===== src/rtl/cpu_isa_pkg.sv =====
// Shared ISA definitions for the multicycle RISC datapath stages.
package cpu_isa_pkg;

  // Datapath width shared by the execute, access and writeback stages
  localparam int unsigned DW = 8;

  // Instruction field positions
  localparam int unsigned IRW     = 16;
  localparam int unsigned OPC_MSB = 15;
  localparam int unsigned OPC_LSB = 11;
  localparam int unsigned RD_MSB  = 10;
  localparam int unsigned RD_LSB  = 8;
  localparam int unsigned OPW     = OPC_MSB - OPC_LSB + 1;
  localparam int unsigned RDW     = RD_MSB - RD_LSB + 1;

  // Opcodes
  localparam logic [OPW-1:0] OP_NOP = 5'b00000;
  localparam logic [OPW-1:0] OP_ADD = 5'b00001;
  localparam logic [OPW-1:0] OP_SUB = 5'b00010;
  localparam logic [OPW-1:0] OP_AND = 5'b00011;
  localparam logic [OPW-1:0] OP_STA = 5'b00100;
  localparam logic [OPW-1:0] OP_LDA = 5'b00101;
  localparam logic [OPW-1:0] OP_OR  = 5'b00110;
  localparam logic [OPW-1:0] OP_XOR = 5'b00111;
  localparam logic [OPW-1:0] OP_IN  = 5'b01000;
  localparam logic [OPW-1:0] OP_OUT = 5'b01001;
  localparam logic [OPW-1:0] OP_MOV = 5'b01010;

  // Writeback behaviour classes
  typedef enum logic [1:0] {
    WB_NONE = 2'd0,  // no register write, flags kept
    WB_ALU  = 2'd1,  // write ALUOUT, update flags
    WB_MOV  = 2'd2,  // write ALUOUT, flags kept
    WB_LOAD = 2'd3   // write Rtemp, flags kept
  } wb_class_e;

  // Register-file write request
  typedef struct packed {
    logic           en;
    logic [RDW-1:0] addr;
    logic [DW-1:0]  data;
  } rf_wr_t;

endpackage


===== src/rtl/regfile_2r1w.sv =====
// General register file: two asynchronous read ports, one synchronous write port.
module regfile_2r1w #(
  parameter int unsigned NREG = 8,
  parameter int unsigned DW   = 8,
  parameter int unsigned AW   = 3
) (
  input  logic          clk,
  input  logic          rst_n,
  input  logic          we,
  input  logic [AW-1:0] waddr,
  input  logic [DW-1:0] wdata,
  input  logic [AW-1:0] ra_sel,
  input  logic [AW-1:0] rb_sel,
  output logic [DW-1:0] ra_data,
  output logic [DW-1:0] rb_data
);

  logic [DW-1:0] regs [NREG];

  // Write port with asynchronous clear of every entry
  always_ff @(posedge clk or negedge rst_n) begin
    if (!rst_n) begin
      for (int i = 0; i < int'(NREG); i++) begin
        regs[i] <= '0;
      end
    end else if (we) begin
      regs[waddr] <= wdata;
    end
  end

  // Read ports: no bypass, a same-cycle write is seen after the edge
  assign ra_data = regs[ra_sel];
  assign rb_data = regs[rb_sel];

endmodule


===== src/rtl/writeback_stage.sv =====
// Writeback stage: commits results on the T3 rising edge, updates flags and counts retirements.
module writeback_stage #(
  parameter int unsigned DW   = cpu_isa_pkg::DW,
  parameter int unsigned NREG = 8,
  parameter int unsigned CNTW = 16
) (
  input  logic            clk,
  input  logic            rst_n,
  input  logic            T3,
  input  logic [15:0]     IR,
  input  logic [DW-1:0]   ALUOUT,
  input  logic [DW-1:0]   Rtemp,
  input  logic            alu_z,
  input  logic            alu_c,
  input  logic [2:0]      ra_sel,
  input  logic [2:0]      rb_sel,
  output logic [DW-1:0]   ra_data,
  output logic [DW-1:0]   rb_data,
  output logic            flag_z,
  output logic            flag_c,
  output logic            wb_done,
  output logic [CNTW-1:0] retired
);

  import cpu_isa_pkg::*;

  localparam int unsigned AW = 3;

  logic            t3_q;
  logic            commit_c;
  logic [OPW-1:0]  opc_c;
  logic [AW-1:0]   rd_c;
  wb_class_e       cls_c;
  logic            we_c;
  logic [DW-1:0]   wdata_c;
  logic            unused_ir;

  assign opc_c     = IR[OPC_MSB:OPC_LSB];
  assign rd_c      = IR[RD_MSB:RD_LSB];
  assign unused_ir = ^IR[RD_LSB-1:0];

  // Single commit per T3 assertion, however long the strobe is held
  assign commit_c = T3 & ~t3_q;

  // Opcode-class decode
  always_comb begin
    cls_c = WB_NONE;
    unique case (opc_c)
      OP_ADD, OP_SUB, OP_AND, OP_OR, OP_XOR: cls_c = WB_ALU;
      OP_MOV:                                cls_c = WB_MOV;
      OP_LDA, OP_IN:                         cls_c = WB_LOAD;
      OP_STA, OP_OUT, OP_NOP:                cls_c = WB_NONE;
      default:                               cls_c = WB_NONE;
    endcase
  end

  // Register write request for this commit
  always_comb begin
    we_c    = 1'b0;
    wdata_c = ALUOUT;
    if (commit_c && (cls_c != WB_NONE)) begin
      we_c = 1'b1;
    end
    if (cls_c == WB_LOAD) begin
      wdata_c = Rtemp;
    end
  end

  regfile_2r1w #(
    .NREG (NREG),
    .DW   (DW),
    .AW   (AW)
  ) u_regfile (
    .clk     (clk),
    .rst_n   (rst_n),
    .we      (we_c),
    .waddr   (rd_c),
    .wdata   (wdata_c),
    .ra_sel  (ra_sel),
    .rb_sel  (rb_sel),
    .ra_data (ra_data),
    .rb_data (rb_data)
  );

  // Strobe edge detect, done pulse, retirement counter and flags
  always_ff @(posedge clk or negedge rst_n) begin
    if (!rst_n) begin
      t3_q    <= 1'b0;
      wb_done <= 1'b0;
      retired <= '0;
      flag_z  <= 1'b0;
      flag_c  <= 1'b0;
    end else begin
      t3_q    <= T3;
      wb_done <= commit_c;
      if (commit_c) begin
        retired <= retired + CNTW'(1);
        if (cls_c == WB_ALU) begin
          flag_z <= alu_z;
          flag_c <= alu_c;
        end
      end
    end
  end

endmodule


===== config.mk =====
export PLATFORM = sky130hd
export DESIGN_NAME = writeback_stage
export DESIGN_NICKNAME = d
export VERILOG_FILES = /design/src/rtl/cpu_isa_pkg.sv /design/src/rtl/regfile_2r1w.sv /design/src/rtl/writeback_stage.sv
export SDC_FILE = /design/constraint.sdc
export NUM_CORES = 1
export LEC_CHECK = 0
export CAP_MARGIN = 20
export CELL_PAD_IN_SITES_DETAIL_PLACEMENT = 1
export CELL_PAD_IN_SITES_GLOBAL_PLACEMENT = 1
export CORE_MARGIN = 2
export CORE_UTILIZATION = 43
export CTS_BUF_LIST = sky130_fd_sc_hd__clkbuf_8
export DETAILED_ROUTE_END_ITERATION = 10
export GPL_TIMING_DRIVEN = 0
export PLACE_DENSITY_LB_ADDON = 0.1
export SLEW_MARGIN = 20
export SYNTH_ARGS = -nofsm -noshare
export SYNTH_HDL_FRONTEND = slang
export SYNTH_SLANG_ARGS = --single-unit

===== constraint.sdc =====
create_clock -name clk -period 2.85 [get_ports clk]
set_clock_uncertainty 0.05 [all_clocks]
set_input_delay 0.57 -clock clk [delete_from_list [all_inputs] [get_ports clk]]
set_output_delay 0.57 -clock clk [all_outputs]
set_load 0.005 [all_outputs]

==> reports/qor.csv <==
metric,value,unit
status,"finished, final reports clean",
via count,3529,
Routed WL,13300,um
register area share after synthesis,48.3,%
sw frac,29.6,%
pwr dens,638,nW/um^2
die height,105,um
final instance area,5520,um^2
dpl hpwl,9260,um
core area,9770,um^2
minimum clock period after layout,2800,ps
via density per instance,6.07,
area of the die,10900,um^2
GRT overflow,0,
Comb power frac,27.9,%
TNS Setup,0,ps
antenna cells,0,
reg2reg setup slack,420,ps
syn avg cell area,11.8,um^2
global-route usage over all layers,25.7,%
CP Class,in2out,
Hold Path Class,in2async,
leakage,0.00221,uW
WL per Instance,22.8,um
Fin. Hold Viols,0,
Placed Area,5170,um^2
launching point of the worst reg2reg path,t3_q,
FF-to-FF End,u_regfile.regs[1],
main combinational cell family by area after synthesis,multiplexers,
first-pass GRT wire length,21100,um
Synth Flop Type,dfrtp_1,
synthesized area,4350,um^2
"FF+latch count, synth",84,
Nets,488,
Routed Antenna Nets,0,
post-synthesis mux area share,23.1,%
P&R area growth vs syn,27.0,%
port buffer count,62,
Ys Warns,0,
initial antenna violation count,0,
FILL cells,1053,
worst path required time,2230,ps
sequential power share,46.5,%
async set-reset flop share out of synthesis,100,%
1st-pass router iterations,4,
GP Congestion,0.833,
initial drt markers,177,
Reg2Reg Depth,8,
root buffer cell,clkbuf_8,
fmax,357,MHz
xor/xnor share of the synthesized area,3.02,%
RSZ-0062 raised after global routing,false,
CTS Sinks,84,
post-synth cell types,34,
Post-Syn Nets,412,
H-tree Lvls,3,
pre-CTS setup slack,-675,ps
Max Fanout on Critical Path,10,
Finish-stage setup viols,0,
"EDFF count, synth",0,
Critical-path top delay cell,mux4_2,
die width,105,um
largest net degree at the start of global routing,47,
row cnt,36,
Sw Pwr,1040,uW
relative slew slack,46.4,%
Slew @ Worst Pin,803,ps
Pwr Total,3520,uW
Starting Density,44.5,%
"Clk Latency, worst-skew pair",370,ps
cells along the critical path,clkbuf_8 -> buf_12 -> mux4_2 -> mux2_2 -> clkdlybuf4s50_1,
CTS tree,yes,
crit-path max cell delay,520,ps
layout cells sized above 1,20.8,%
synthesized netlist cell count,368,
adder-cell share of the synthesized area,0.288,%
Worst Setup Start Kind,input pin,
Setup WS post-layout,51.6,ps
Tcrit/Tclk final,98.2,%
IO Count,78,
Internal Power,2480,uW
Clock Power Share,25.6,%
Synth Area in Compound Gates,15.4,%
DRC,0,
"Arr. time, crit path",2180,ps
Clock transition at path regs,80,ps
Num CTS Buffers,9,
simple-gate portion of the synthesized area,6.73,%
post-layout util,56.5,%
vias in the first global route,3828,
max-slew violations,0,
CP Capture Type,output port,
Peak VDD IR,0.276,mV
Clock Path Buffers,2,
max_cap viols,0,
## worst max-delay path, delay by kind of cell
kind     cells  cell delay [ps]
buf+inv      3              800
mux          2              810
## Yosys cell counts (2+ instances only)
library cell   n  area share (%)
and3_1         2            0.29
buf_1          3            0.26
nor3_1         3            0.35
a21oi_1       96              11
nor3b_1        2            0.35
dfrtp_1       84              48
a31oi_1       16             2.3
and2_1         5            0.72
nor2_1        19             1.6
mux4_2        32              17
nand3_1        7            0.81
buf_2          3            0.35
mux2i_1        8             1.8
inv_1          3            0.26
xnor2_1       14             2.8
mux2_2        18             4.7
clkbuf_1      23             2.0
nand4_1        3            0.43
nand2_1       12             1.0
## layer usage
| layer | part of all wire [%] | global-route usage [%] | wire, um | up-vias |
|---|---|---|---|---|
| met5 | 0 | 0 | 0 | - |
| met4 | 3.4 | 11.4 | 446 | 0 |
| met3 | 5.8 | 4.99 | 772 | 33 |
| met2 | 48 | 40.8 | 6360 | 133 |
| met1 | 43 | 34.3 | 5680 | 1828 |
| li1 | - | - | - | 1535 |
## layout make-up
| cell class | instances | area, um^2 | area share, % |
|---|---|---|---|
| flip-flops and latches | 84 | 2100 | 38.1 |
| clock inverters | 3 | 37.5 | 0.680 |
| repair buffers | 65 | 673 | 12.2 |
| plain buffers | 30 | 184 | 3.33 |
| clock buffers | 12 | 165 | 2.99 |
| well taps | 133 | 166 | 3.01 |
| inverters | 3 | 11.3 | 0.204 |
| multi-input cells | 251 | 2180 | 39.5 |
## sequential cells by signal, indices dropped and copies added (netlist names)
signal and cells:
u_regfile.regs 64, retired 16, flag_c 1, flag_z 1, t3_q 1, wb_done 1
## power groups by stage
stage                     Combinational [uW]  Clock (uW)  Sequential (uW)
after CTS                                986         925             1640
after global placement                   915           0             1630
after floorplan                          542           0             1590
after detailed placement                 962           0             1650
final                                    982         902             1640
after global routing                    1060         959             1680
## stage by stage
stage | hold slack, ps | instances
global placement | 409 | 563
CTS | 142 | 581
global route | 164 | 581
floorplan | 224 | 368
detailed placement | 415 | 564
finish | 136 | 581
## worst max-delay path by stage
stage / from / to / slack [ps] / depth (start not counted)
floorplan: ra_sel[0] / ra_data[0] / 150 / 4
global placement: rst_n / u_regfile.regs[10] / -1960 / 1
detailed placement: IR[14] / u_regfile.regs[48] / -670 / 6
CTS: T3 / u_regfile.regs[62] / 8 / 7
global route: ra_sel[0] / ra_data[6] / 4 / 5
finish: ra_sel[0] / ra_data[6] / 50 / 5
## kinds of logic (layout without fill, tap and decap cells)
| group | after synthesis | after routing |
|---|---|---|
| compound gates | 118 | 118 |
| xor+xnor | 15 | 15 |
| fa+ha+maj | 1 | 1 |
| buf+inv | 33 | 113 |
| flops | 84 | 84 |
| mux | 58 | 58 |
| simple gates | 59 | 59 |
## cells in the final DEF, fill, tap and decap left out, drive strengths merged
cell type	count
and2	5
nand2	12
a31oi	16
ha	1
a211oi	3
o21bai	1
dfrtp	84
nor2	19
mux2	18
buf	12
nor3b	2
mux4	32
nand3b	1
nor4	1
nand4bb	1
and3	2
inv	5
mux2i	8
nor3	3
nand4	3
xnor2	14
nand3	7
a21oi	96
bufinv	1
a2111oi	2
xor2	1
clkbuf	34
clkdlybuf4s50	61
nand4b	1
or3b	1
nand2b	1
## timing repair
item	4_1_cts	5_1_grt
hold buffers	0	0
buffers inserted	2	0
gates resized for setup	29	5
pin swaps	1	0
setup endpoints to repair	80	47
Note: power is estimated with default switching activity, not from simulation.
